===== src/rtl/ttio_sched_if.sv =====
// ICB command/response bus between the time-triggered scheduler (master) and memory (slave).
// Both channels transfer on a cycle where valid and ready are high together; a raised valid holds with a stable payload until then.
interface ttio_sched_if #(
    parameter int AW = 32
);
    logic          icb_cmd_valid;
    logic          icb_cmd_ready;
    logic [AW-1:0] icb_cmd_addr;
    logic          icb_cmd_read;
    logic [31:0]   icb_cmd_wdata;
    logic [3:0]    icb_cmd_wmask;
    logic          icb_rsp_valid;
    logic          icb_rsp_ready;
    logic          icb_rsp_err;
    logic [31:0]   icb_rsp_rdata;

    modport master (
        output icb_cmd_valid, icb_cmd_addr, icb_cmd_read, icb_cmd_wdata, icb_cmd_wmask, icb_rsp_ready,
        input  icb_cmd_ready, icb_rsp_valid, icb_rsp_err, icb_rsp_rdata
    );

    modport slave (
        input  icb_cmd_valid, icb_cmd_addr, icb_cmd_read, icb_cmd_wdata, icb_cmd_wmask, icb_rsp_ready,
        output icb_cmd_ready, icb_rsp_valid, icb_rsp_err, icb_rsp_rdata
    );
endinterface


===== src/rtl/ttio_sched.sv =====
// Time-triggered I/O scheduler: one request slot per channel, released onto a single ICB
// bus when the prescaled timer reaches the slot deadline; completions drain lowest channel first.
module ttio_sched #(
    parameter int NCH = 4,
    parameter int TW  = 32,
    parameter int AW  = 32,
    localparam int CW = (NCH > 1) ? $clog2(NCH) : 1
) (
    input  logic             clk,
    input  logic             rst_n,
    input  logic             cfg_valid,
    input  logic [1:0]       cfg_op,
    input  logic [CW-1:0]    cfg_ch,
    input  logic [TW-1:0]    cfg_wdata,
    input  logic             req_valid,
    output logic             req_ready,
    input  logic [CW-1:0]    req_ch,
    input  logic             req_read,
    input  logic [AW-1:0]    req_addr,
    input  logic [31:0]      req_wdata,
    input  logic [TW-1:0]    req_time,
    ttio_sched_if.master     icb,
    output logic             done_valid,
    input  logic             done_ready,
    output logic [CW-1:0]    done_ch,
    output logic [31:0]      done_rdata,
    output logic             done_err,
    output logic             done_late,
    output logic [TW-1:0]    timer_o,
    output logic [NCH-1:0]   ch_busy,
    output logic [2*NCH-1:0] dbg_st_o
);
    typedef enum logic [1:0] {S_IDLE, S_ARMED, S_ISSUED, S_DONE} slot_st_e;

    slot_st_e      st_q    [NCH], st_d    [NCH];
    logic          rd_q    [NCH], rd_d    [NCH];
    logic [AW-1:0] addr_q  [NCH], addr_d  [NCH];
    logic [31:0]   wdata_q [NCH], wdata_d [NCH];
    logic [TW-1:0] dl_q    [NCH], dl_d    [NCH];
    logic          late_q  [NCH], late_d  [NCH];
    logic [31:0]   rdata_q [NCH], rdata_d [NCH];
    logic          err_q   [NCH], err_d   [NCH];

    logic [TW-1:0] period_q, period_d, presc_q, presc_d, timer_q, timer_d;
    logic          cmd_valid_q, cmd_valid_d, cmd_read_q, cmd_read_d;
    logic [AW-1:0] cmd_addr_q, cmd_addr_d;
    logic [31:0]   cmd_wdata_q, cmd_wdata_d;
    logic [CW-1:0] cur_ch_q, cur_ch_d, sel;
    logic          busy_q, busy_d, rsp_wait_q, rsp_wait_d;
    logic [TW-1:0] presc_last;
    logic          cancel_hit, accept, req_due, cmd_hs, rsp_hs, cand, found;

    // Due once (now - deadline) lands in the lower half of the timer range.
    function automatic logic is_due(input logic [TW-1:0] now_t, input logic [TW-1:0] dl);
        logic [TW-1:0] diff;
        diff = now_t - dl;
        return ~diff[TW-1];
    endfunction

    always_comb begin
        req_ready = 1'b0;
        for (int i = 0; i < NCH; i++)
            if (req_ch == CW'(i) && st_q[i] == S_IDLE) req_ready = 1'b1;
    end

    always_comb begin
        done_valid = 1'b0;
        done_ch    = '0;
        done_rdata = '0;
        done_err   = 1'b0;
        done_late  = 1'b0;
        for (int i = NCH - 1; i >= 0; i--) begin
            if (st_q[i] == S_DONE) begin
                done_valid = 1'b1;
                done_ch    = CW'(i);
                done_rdata = rdata_q[i];
                done_err   = err_q[i];
                done_late  = late_q[i];
            end
        end
    end

    always_comb begin
        period_d = period_q; presc_d = presc_q; timer_d = timer_q;
        st_d = st_q; rd_d = rd_q; addr_d = addr_q; wdata_d = wdata_q; dl_d = dl_q;
        late_d = late_q; rdata_d = rdata_q; err_d = err_q;
        cmd_valid_d = cmd_valid_q; cmd_read_d = cmd_read_q; cmd_addr_d = cmd_addr_q;
        cmd_wdata_d = cmd_wdata_q; cur_ch_d = cur_ch_q; busy_d = busy_q; rsp_wait_d = rsp_wait_q;
        cand = 1'b0; found = 1'b0; sel = '0;

        presc_last = (period_q > TW'(1)) ? period_q - TW'(1) : '0;
        if (cfg_valid && cfg_op == 2'd0) begin
            period_d = cfg_wdata;
            presc_d  = '0;
        end else if (cfg_valid && cfg_op == 2'd1) begin
            timer_d = '0;
            presc_d = '0;
        end else if (presc_q >= presc_last) begin
            presc_d = '0;
            timer_d = timer_q + TW'(1);
        end else begin
            presc_d = presc_q + TW'(1);
        end

        cancel_hit = cfg_valid && (cfg_op == 2'd2);
        accept     = req_valid && req_ready;
        // Judging dueness on the next timer value lets the command rise on the tick the deadline is reached.
        req_due    = is_due(timer_d, req_time);
        cmd_hs     = cmd_valid_q && icb.icb_cmd_ready;
        rsp_hs     = rsp_wait_q && icb.icb_rsp_valid;

        for (int i = 0; i < NCH; i++) begin
            if (accept && req_ch == CW'(i)) begin
                st_d[i]    = S_ARMED;
                rd_d[i]    = req_read;
                addr_d[i]  = req_addr;
                wdata_d[i] = req_wdata;
                dl_d[i]    = req_time;
                late_d[i]  = is_due(timer_q, req_time) && (timer_q != req_time);
                rdata_d[i] = '0;
                err_d[i]   = 1'b0;
            end else begin
                case (st_q[i])
                    S_ARMED: begin
                        // An ARMED slot owning the bus has its command waiting for ready.
                        if (busy_q && cur_ch_q == CW'(i)) begin
                            if (cmd_hs) st_d[i] = S_ISSUED;
                        end else if (cancel_hit && cfg_ch == CW'(i)) begin
                            st_d[i] = S_IDLE;
                        end else if (addr_q[i][1:0] != 2'b00 && is_due(timer_d, dl_q[i])) begin
                            st_d[i]    = S_DONE;
                            rdata_d[i] = '0;
                            err_d[i]   = 1'b1;
                        end
                    end
                    S_ISSUED: begin
                        if (rsp_hs && cur_ch_q == CW'(i)) begin
                            st_d[i]    = S_DONE;
                            rdata_d[i] = rd_q[i] ? icb.icb_rsp_rdata : 32'h0;
                            err_d[i]   = icb.icb_rsp_err;
                        end
                    end
                    S_DONE: begin
                        if (done_valid && done_ready && done_ch == CW'(i)) st_d[i] = S_IDLE;
                    end
                    default: ;
                endcase
            end
        end

        if (!busy_q) begin
            for (int i = 0; i < NCH; i++) begin
                cand = !(cancel_hit && cfg_ch == CW'(i)) &&
                       ((st_q[i] == S_ARMED && addr_q[i][1:0] == 2'b00 && is_due(timer_d, dl_q[i])) ||
                        (accept && req_ch == CW'(i) && req_addr[1:0] == 2'b00 && req_due));
                if (cand && !found) begin
                    found = 1'b1;
                    sel   = CW'(i);
                end
            end
        end

        if (found) begin
            busy_d      = 1'b1;
            cmd_valid_d = 1'b1;
            cur_ch_d    = sel;
            if (accept && req_ch == sel) begin
                cmd_addr_d  = req_addr;
                cmd_read_d  = req_read;
                cmd_wdata_d = req_wdata;
            end else begin
                cmd_addr_d  = addr_q[sel];
                cmd_read_d  = rd_q[sel];
                cmd_wdata_d = wdata_q[sel];
            end
        end
        if (cmd_hs) begin
            cmd_valid_d = 1'b0;
            rsp_wait_d  = 1'b1;
        end
        if (rsp_hs) begin
            rsp_wait_d = 1'b0;
            busy_d     = 1'b0;
        end
    end

    always_ff @(posedge clk or negedge rst_n) begin
        if (!rst_n) begin
            period_q <= '0; presc_q <= '0; timer_q <= '0;
            cmd_valid_q <= 1'b0; cmd_read_q <= 1'b0; cmd_addr_q <= '0; cmd_wdata_q <= '0;
            cur_ch_q <= '0; busy_q <= 1'b0; rsp_wait_q <= 1'b0;
            for (int i = 0; i < NCH; i++) begin
                st_q[i] <= S_IDLE; rd_q[i] <= 1'b0; addr_q[i] <= '0; wdata_q[i] <= '0;
                dl_q[i] <= '0; late_q[i] <= 1'b0; rdata_q[i] <= '0; err_q[i] <= 1'b0;
            end
        end else begin
            period_q <= period_d; presc_q <= presc_d; timer_q <= timer_d;
            cmd_valid_q <= cmd_valid_d; cmd_read_q <= cmd_read_d; cmd_addr_q <= cmd_addr_d;
            cmd_wdata_q <= cmd_wdata_d; cur_ch_q <= cur_ch_d; busy_q <= busy_d; rsp_wait_q <= rsp_wait_d;
            st_q <= st_d; rd_q <= rd_d; addr_q <= addr_d; wdata_q <= wdata_d;
            dl_q <= dl_d; late_q <= late_d; rdata_q <= rdata_d; err_q <= err_d;
        end
    end

    assign icb.icb_cmd_valid = cmd_valid_q;
    assign icb.icb_cmd_addr  = cmd_addr_q;
    assign icb.icb_cmd_read  = cmd_read_q;
    assign icb.icb_cmd_wdata = cmd_wdata_q;
    assign icb.icb_cmd_wmask = 4'b1111;
    assign icb.icb_rsp_ready = rsp_wait_q;
    assign timer_o           = timer_q;

    always_comb begin
        for (int i = 0; i < NCH; i++) begin
            ch_busy[i]         = (st_q[i] != S_IDLE);
            dbg_st_o[2*i +: 2] = st_q[i];
        end
    end
endmodule


===== src/flat_wrapper.sv =====
// flat-port wrapper written by rule: the top's interface ports become plain ports
module ttio_sched_flat 
#(
    parameter int NCH = 4,
    parameter int TW  = 32,
    parameter int AW  = 32,
    localparam int CW = (NCH > 1) ? $clog2(NCH) : 1
)
  (clk, rst_n, cfg_valid, cfg_op, cfg_ch, cfg_wdata, req_valid, req_ready, req_ch, req_read, req_addr, req_wdata, req_time, done_valid, done_ready, done_ch, done_rdata, done_err, done_late, timer_o, ch_busy, dbg_st_o, icb_icb_cmd_valid, icb_icb_cmd_addr, icb_icb_cmd_read, icb_icb_cmd_wdata, icb_icb_cmd_wmask, icb_icb_rsp_ready, icb_icb_cmd_ready, icb_icb_rsp_valid, icb_icb_rsp_err, icb_icb_rsp_rdata);
  ttio_sched_if #(.AW(AW)) icb_i ();
  input  logic clk;
  input  logic rst_n;
  input  logic cfg_valid;
  input  logic [1:0] cfg_op;
  input  logic [CW-1:0] cfg_ch;
  input  logic [TW-1:0] cfg_wdata;
  input  logic req_valid;
  output logic req_ready;
  input  logic [CW-1:0] req_ch;
  input  logic req_read;
  input  logic [AW-1:0] req_addr;
  input  logic [31:0] req_wdata;
  input  logic [TW-1:0] req_time;
  output logic done_valid;
  input  logic done_ready;
  output logic [CW-1:0] done_ch;
  output logic [31:0] done_rdata;
  output logic done_err;
  output logic done_late;
  output logic [TW-1:0] timer_o;
  output logic [NCH-1:0] ch_busy;
  output logic [2*NCH-1:0] dbg_st_o;
  output wire logic [$bits(icb_i.icb_cmd_valid)-1:0] icb_icb_cmd_valid;
  output wire logic [$bits(icb_i.icb_cmd_addr)-1:0] icb_icb_cmd_addr;
  output wire logic [$bits(icb_i.icb_cmd_read)-1:0] icb_icb_cmd_read;
  output wire logic [$bits(icb_i.icb_cmd_wdata)-1:0] icb_icb_cmd_wdata;
  output wire logic [$bits(icb_i.icb_cmd_wmask)-1:0] icb_icb_cmd_wmask;
  output wire logic [$bits(icb_i.icb_rsp_ready)-1:0] icb_icb_rsp_ready;
  input wire logic [$bits(icb_i.icb_cmd_ready)-1:0] icb_icb_cmd_ready;
  input wire logic [$bits(icb_i.icb_rsp_valid)-1:0] icb_icb_rsp_valid;
  input wire logic [$bits(icb_i.icb_rsp_err)-1:0] icb_icb_rsp_err;
  input wire logic [$bits(icb_i.icb_rsp_rdata)-1:0] icb_icb_rsp_rdata;
  assign icb_icb_cmd_valid = icb_i.icb_cmd_valid;
  assign icb_icb_cmd_addr = icb_i.icb_cmd_addr;
  assign icb_icb_cmd_read = icb_i.icb_cmd_read;
  assign icb_icb_cmd_wdata = icb_i.icb_cmd_wdata;
  assign icb_icb_cmd_wmask = icb_i.icb_cmd_wmask;
  assign icb_icb_rsp_ready = icb_i.icb_rsp_ready;
  assign icb_i.icb_cmd_ready = icb_icb_cmd_ready;
  assign icb_i.icb_rsp_valid = icb_icb_rsp_valid;
  assign icb_i.icb_rsp_err = icb_icb_rsp_err;
  assign icb_i.icb_rsp_rdata = icb_icb_rsp_rdata;
  ttio_sched #(.NCH(NCH), .TW(TW), .AW(AW)) u_core (.clk(clk), .rst_n(rst_n), .cfg_valid(cfg_valid), .cfg_op(cfg_op), .cfg_ch(cfg_ch), .cfg_wdata(cfg_wdata), .req_valid(req_valid), .req_ready(req_ready), .req_ch(req_ch), .req_read(req_read), .req_addr(req_addr), .req_wdata(req_wdata), .req_time(req_time), .icb(icb_i), .done_valid(done_valid), .done_ready(done_ready), .done_ch(done_ch), .done_rdata(done_rdata), .done_err(done_err), .done_late(done_late), .timer_o(timer_o), .ch_busy(ch_busy), .dbg_st_o(dbg_st_o));
endmodule

===== config.mk =====
export PLATFORM = sky130hd
export DESIGN_NAME = ttio_sched_flat
export DESIGN_NICKNAME = d
export VERILOG_FILES = /design/src/rtl/ttio_sched_if.sv /design/src/rtl/ttio_sched.sv /design/src/flat_wrapper.sv
export SDC_FILE = /design/constraint.sdc
export NUM_CORES = 2
export LEC_CHECK = 0
export BUFFER_PORTS_ARGS = -buffer_cell sky130_fd_sc_hd__clkbuf_2
export CORE_MARGIN = 4
export CORE_UTILIZATION = 30
export CTS_BUF_LIST = sky130_fd_sc_hd__clkbuf_4
export CTS_CLUSTER_SIZE = 40
export DETAILED_ROUTE_END_ITERATION = 10
export GPL_TIMING_DRIVEN = 0
export MAX_ROUTING_LAYER = met4
export PLACE_DENSITY = 0.57
export SYNTH_ARGS = -nofsm -noshare
export SYNTH_HDL_FRONTEND = slang
export SYNTH_SLANG_ARGS = --single-unit

===== constraint.sdc =====
create_clock -name clk -period 12 [get_ports clk]
set_clock_uncertainty 0.05 [all_clocks]
set_input_delay 0 -clock clk [delete_from_list [all_inputs] [get_ports clk]]
set_output_delay 0 -clock clk [all_outputs]
set_load 0.005 [all_outputs]

==> flow_summary_export.csv <==
group,metric,value,unit
die,die-area,129000,µm²
clock_tree,cts_tree,"yes",
global_route,first_global_vias,34500,
route,vias_per_cell,5.02,
die,rows,128,
cells_and_area,layout_common_cells,"nand2_1 (1,159), dfrtp_1 (698), o21ai_0 (392)",
global_route,grt-ovfl-total,0,
pwr,p_sw_share,39.7,%
worst_setup_path,worstRegToRegCells,38,
yosys,synthCells,4144,
cells_and_area,drive_gt1_share,15.6,%
pwr,p_comb_share,36.4,%
clock_tree,cts.sinks,698,
route,avgRoutedWirePerCell,20.1,µm
worst_setup_path,critical-path-max-stage-delay,0.65,ns
clock_tree,cts_made_buffers,200,
yosys,seq_area_frac_synth,47.2,%
timing,layout_min_cycle_time,11.51,ns
pwr,clkPwrFrac,23.6,%
worst_setup_path,path_max_fanout,10,
timing,period_share,95.9,%
route,drt_iter0_markers,2653,
placement,port_buffers,322,
die,die_x,359,µm
cells_and_area,fill_cells,12400,
yosys,synth_edf_count,0,
worst_setup_path,crit_end,"u_core.icb.icb_cmd_addr[29]$_DFFE_PN0P_",
worst_setup_path,crit_type,"reg -> reg",
worst_setup_path,critPathCaptureType,"flop",
cells_and_area,layout.cells.non_filler,6866,
status,status,"finished clean",
global_route,antenna_found_initial,23,
placement,globalplace.congestion,0.866,
worst_setup_path,r2r_start,"u_core.period_q[5]$_DFFE_PN0P_",
cells_and_area,final_common_cell,"nand2_1",
timing,clock.fmax,86.9,MHz
clock_tree,clock_path_buffers,3,
yosys,yosysUniqueCellTypes,71,
yosys,synth_top_area_share,47.2,%
pwr,power.total,9.71,mW
pwr,total_leakage_power,22.7,nW
pwr,intPower,5.86,mW
global_route,grt_pass1_wl,212000,µm
worst_setup_path,r2r_end,"u_core.icb.icb_cmd_addr[29]$_DFFE_PN0P_",
yosys,yosys_warnings,0,
pwr,p_switching,3.85,mW
route,wirelength,138000,µm
route,antenna_left,0,
yosys,ys_top_cells_by_area,"dfrtp_1 (47%), nand2_1 (12%), ha_1 (7.7%)",
yosys,syn_avg_cell_area,8.93,µm²
clock_tree,clk_pin_slew,0.06,ns
worst_setup_path,crit_arrival,12.50,ns
pwr,ir_drop,0.103,mV
die,initial_core_util,30.3,%
pwr,powerDensity,204,nW/µm²
global_route,grt_usage,21.7,%
timing,tightest_slew,1.25,ns
placement,dp_cells,6103,
worst_setup_path,critPathLaunch,"u_core.period_q[5]$_DFFE_PN0P_",
die,coreArea,122000,µm²
route,post-route-drc-count,0,
die,fp.dieH,359,µm
worst_setup_path,crit_slowest_cell,"or4_4",
worst_setup_path,rrSetupSlack,0.49,ns
worst_setup_path,required,12.99,ns
route,via_count,34500,
timing,setup_viol,0,
job,drv_cap,0,
global_route,grt_max_degree,105,
placement,dp_hpwl,97900,µm
timing,slew_headroom,16.6,%
cells_and_area,area_growth,28.5,%
yosys,ys_ff_latch,698,
clock_tree,clock_latency,1.20,ns
pwr,seqPwrFrac,40.0,%
clock_tree,cts.htree.levels,4,
route,firstDrtPassIters,5,
die,io_pins,328,
clock_tree,root_buffer,"clkbuf_4",
yosys,ys.flop_type,"dfrtp_1",
timing,drv_slew,0,
worst_hold_path,hold_class,"in -> reg",
yosys,yosysTopAreaCell,"dfrtp_1",
timing,finalHoldViolations,0,
cells_and_area,nets,5472,
worst_setup_path,start_kind,"flop",
yosys,syn_area,37000,µm²
worst_setup_path,crit_top_cell,"or3_1",
yosys,async_flop_share,100,%
[area by class of cell]
type                       instances  area, µm²  area share [%]
clock buffer                     295       2210            4.66
multi-input combinational       2991      17900            37.7
timing repair buffer             719       5730            12.1
antenna                           24       60.1           0.126
inverter                         223        837            1.76
clock inverter                    56        354           0.745
tap                             1625       2030            4.28
sequential                       698      17500            36.7
buffer                           235        928            1.95
[cell usage after synthesis, types with 12 or more instances]
master,instances
xor2_1,44
or3_1,21
or4_1,68
a21oi_1,89
nand4_1,43
a211oi_1,12
a31oi_1,15
mux2_2,101
o211ai_1,69
xnor2_1,39
nor2_1,128
dfrtp_1,698
a221o_1,35
nor3_1,23
inv_1,222
o21ai_0,393
nor4_1,19
o22ai_1,65
nand3_1,114
ha_1,229
nor2b_1,14
clkbuf_1,211
and3_1,25
mux2i_1,67
nand2_1,1159
a21o_1,90
[critical path, delay by kind of cell (launching register included)]
| family | cells | cell delay (ns) |
|---|---|---|
| xor gates and xnor gates | 2 | 0.47 |
| muxes | 1 | 0.41 |
| buffers and inverters | 3 | 0.67 |
| adders and majority gates | 2 | 0.52 |
| and+or+nand+nor | 21 | 6.44 |
| AOI/OAI and AO/OA | 9 | 2.39 |
| DFF | 1 | 0.42 |
[repair_timing]
item                       4_1_cts  5_1_grt
hold buffers                   382        0
resized for setup               16       29
cloned                           0        0
hold endpoints to repair      1285        0
setup endpoints to repair      167      147
buffers inserted                 5        1
pin swaps                        2        0
[power by group through the flow]
stage | Combinational (mW) | Clock [mW] | Sequential [mW]
floorplan | 2.13 | 0 | 3.75
global placement | 3.33 | 0 | 3.90
detailed placement | 3.39 | 0 | 3.91
CTS | 3.55 | 2.36 | 3.87
global route | 3.99 | 2.49 | 3.99
finish | 3.54 | 2.29 | 3.88
[layer usage]
| metal | GRT usage, % | vias to the layer above | part of all wire [%] |
|---|---|---|---|
| met2 | 32.8 | 1163 | 45 |
| met3 | 5.69 | 226 | 7.5 |
| li1 | - | 16300 | - |
| met1 | 28.3 | 16800 | 44 |
| met5 | - | - | 0 |
| met4 | 7.48 | 0 | 3.0 |
[registers in the layout (all words and copies together) (netlist names)]
register / count
u_core.icb.icb_cmd_addr: 32
u_core.timer_o: 32
u_core.wdata_q: 128
u_core.dbg_st_o: 8
u_core.period_q: 32
u_core.rdata_q: 128
u_core.busy_q: 1
u_core.dl_q: 128
u_core.icb.icb_cmd_wdata: 32
u_core.rd_q: 4
u_core.cur_ch_q: 2
u_core.addr_q: 128
u_core.late_q: 4
u_core.icb.icb_cmd_valid: 1
u_core.presc_q: 32
u_core.err_q: 4
u_core.icb.icb_cmd_read: 1
u_core.icb.icb_rsp_ready: 1
[logic make-up (layout without fill, tap and decap cells)]
group,count (synthesis),in the layout,share of synthesized area (%)
other cells,1,28,0.0101
xor+xnor,83,83,1.96
mux,169,169,4.95
fa+ha+maj,229,229,7.74
buf+inv,458,1528,4.73
compound gates,845,845,14.1
flops,698,698,47.2
simple gates,1661,1661,19.3
[per-stage QoR]
step	setup slack [ns]	hold WS (ns)	TNS [ns]	utilization, %	cell area [µm²]
finish	0.487	0.141	0	38.9	47600
global route	-0.0138	0.0457	-0.0138	38.9	47600
CTS	0.0558	0.00483	0	38.8	47400
detailed placement	-1.73	0.0137	-148.12	33.5	40900
floorplan	2.34	-0.346	0	-	37000
global placement	-6.81	0.165	-4799.06	33.3	40700
[worst min-delay path by stage]
stage	endpoint	cells after the start	slack (ns)	start
floorplan	u_core.addr_q[0]$_DFFE_PN0P_	0	-0.35	rst_n
global placement	u_core.busy_q$_DFFE_PN0P_	2	0.16	icb_icb_rsp_valid
detailed placement	u_core.icb.icb_cmd_addr[21]$_DFFE_PN0P_	1	0.01	rst_n
CTS	u_core.period_q[20]$_DFFE_PN0P_	4	0.005	cfg_wdata[20]
global route	u_core.period_q[29]$_DFFE_PN0P_	4	0.05	cfg_wdata[29]
finish	u_core.period_q[20]$_DFFE_PN0P_	4	0.14	cfg_wdata[20]
Power figures use the tool's default switching activity.
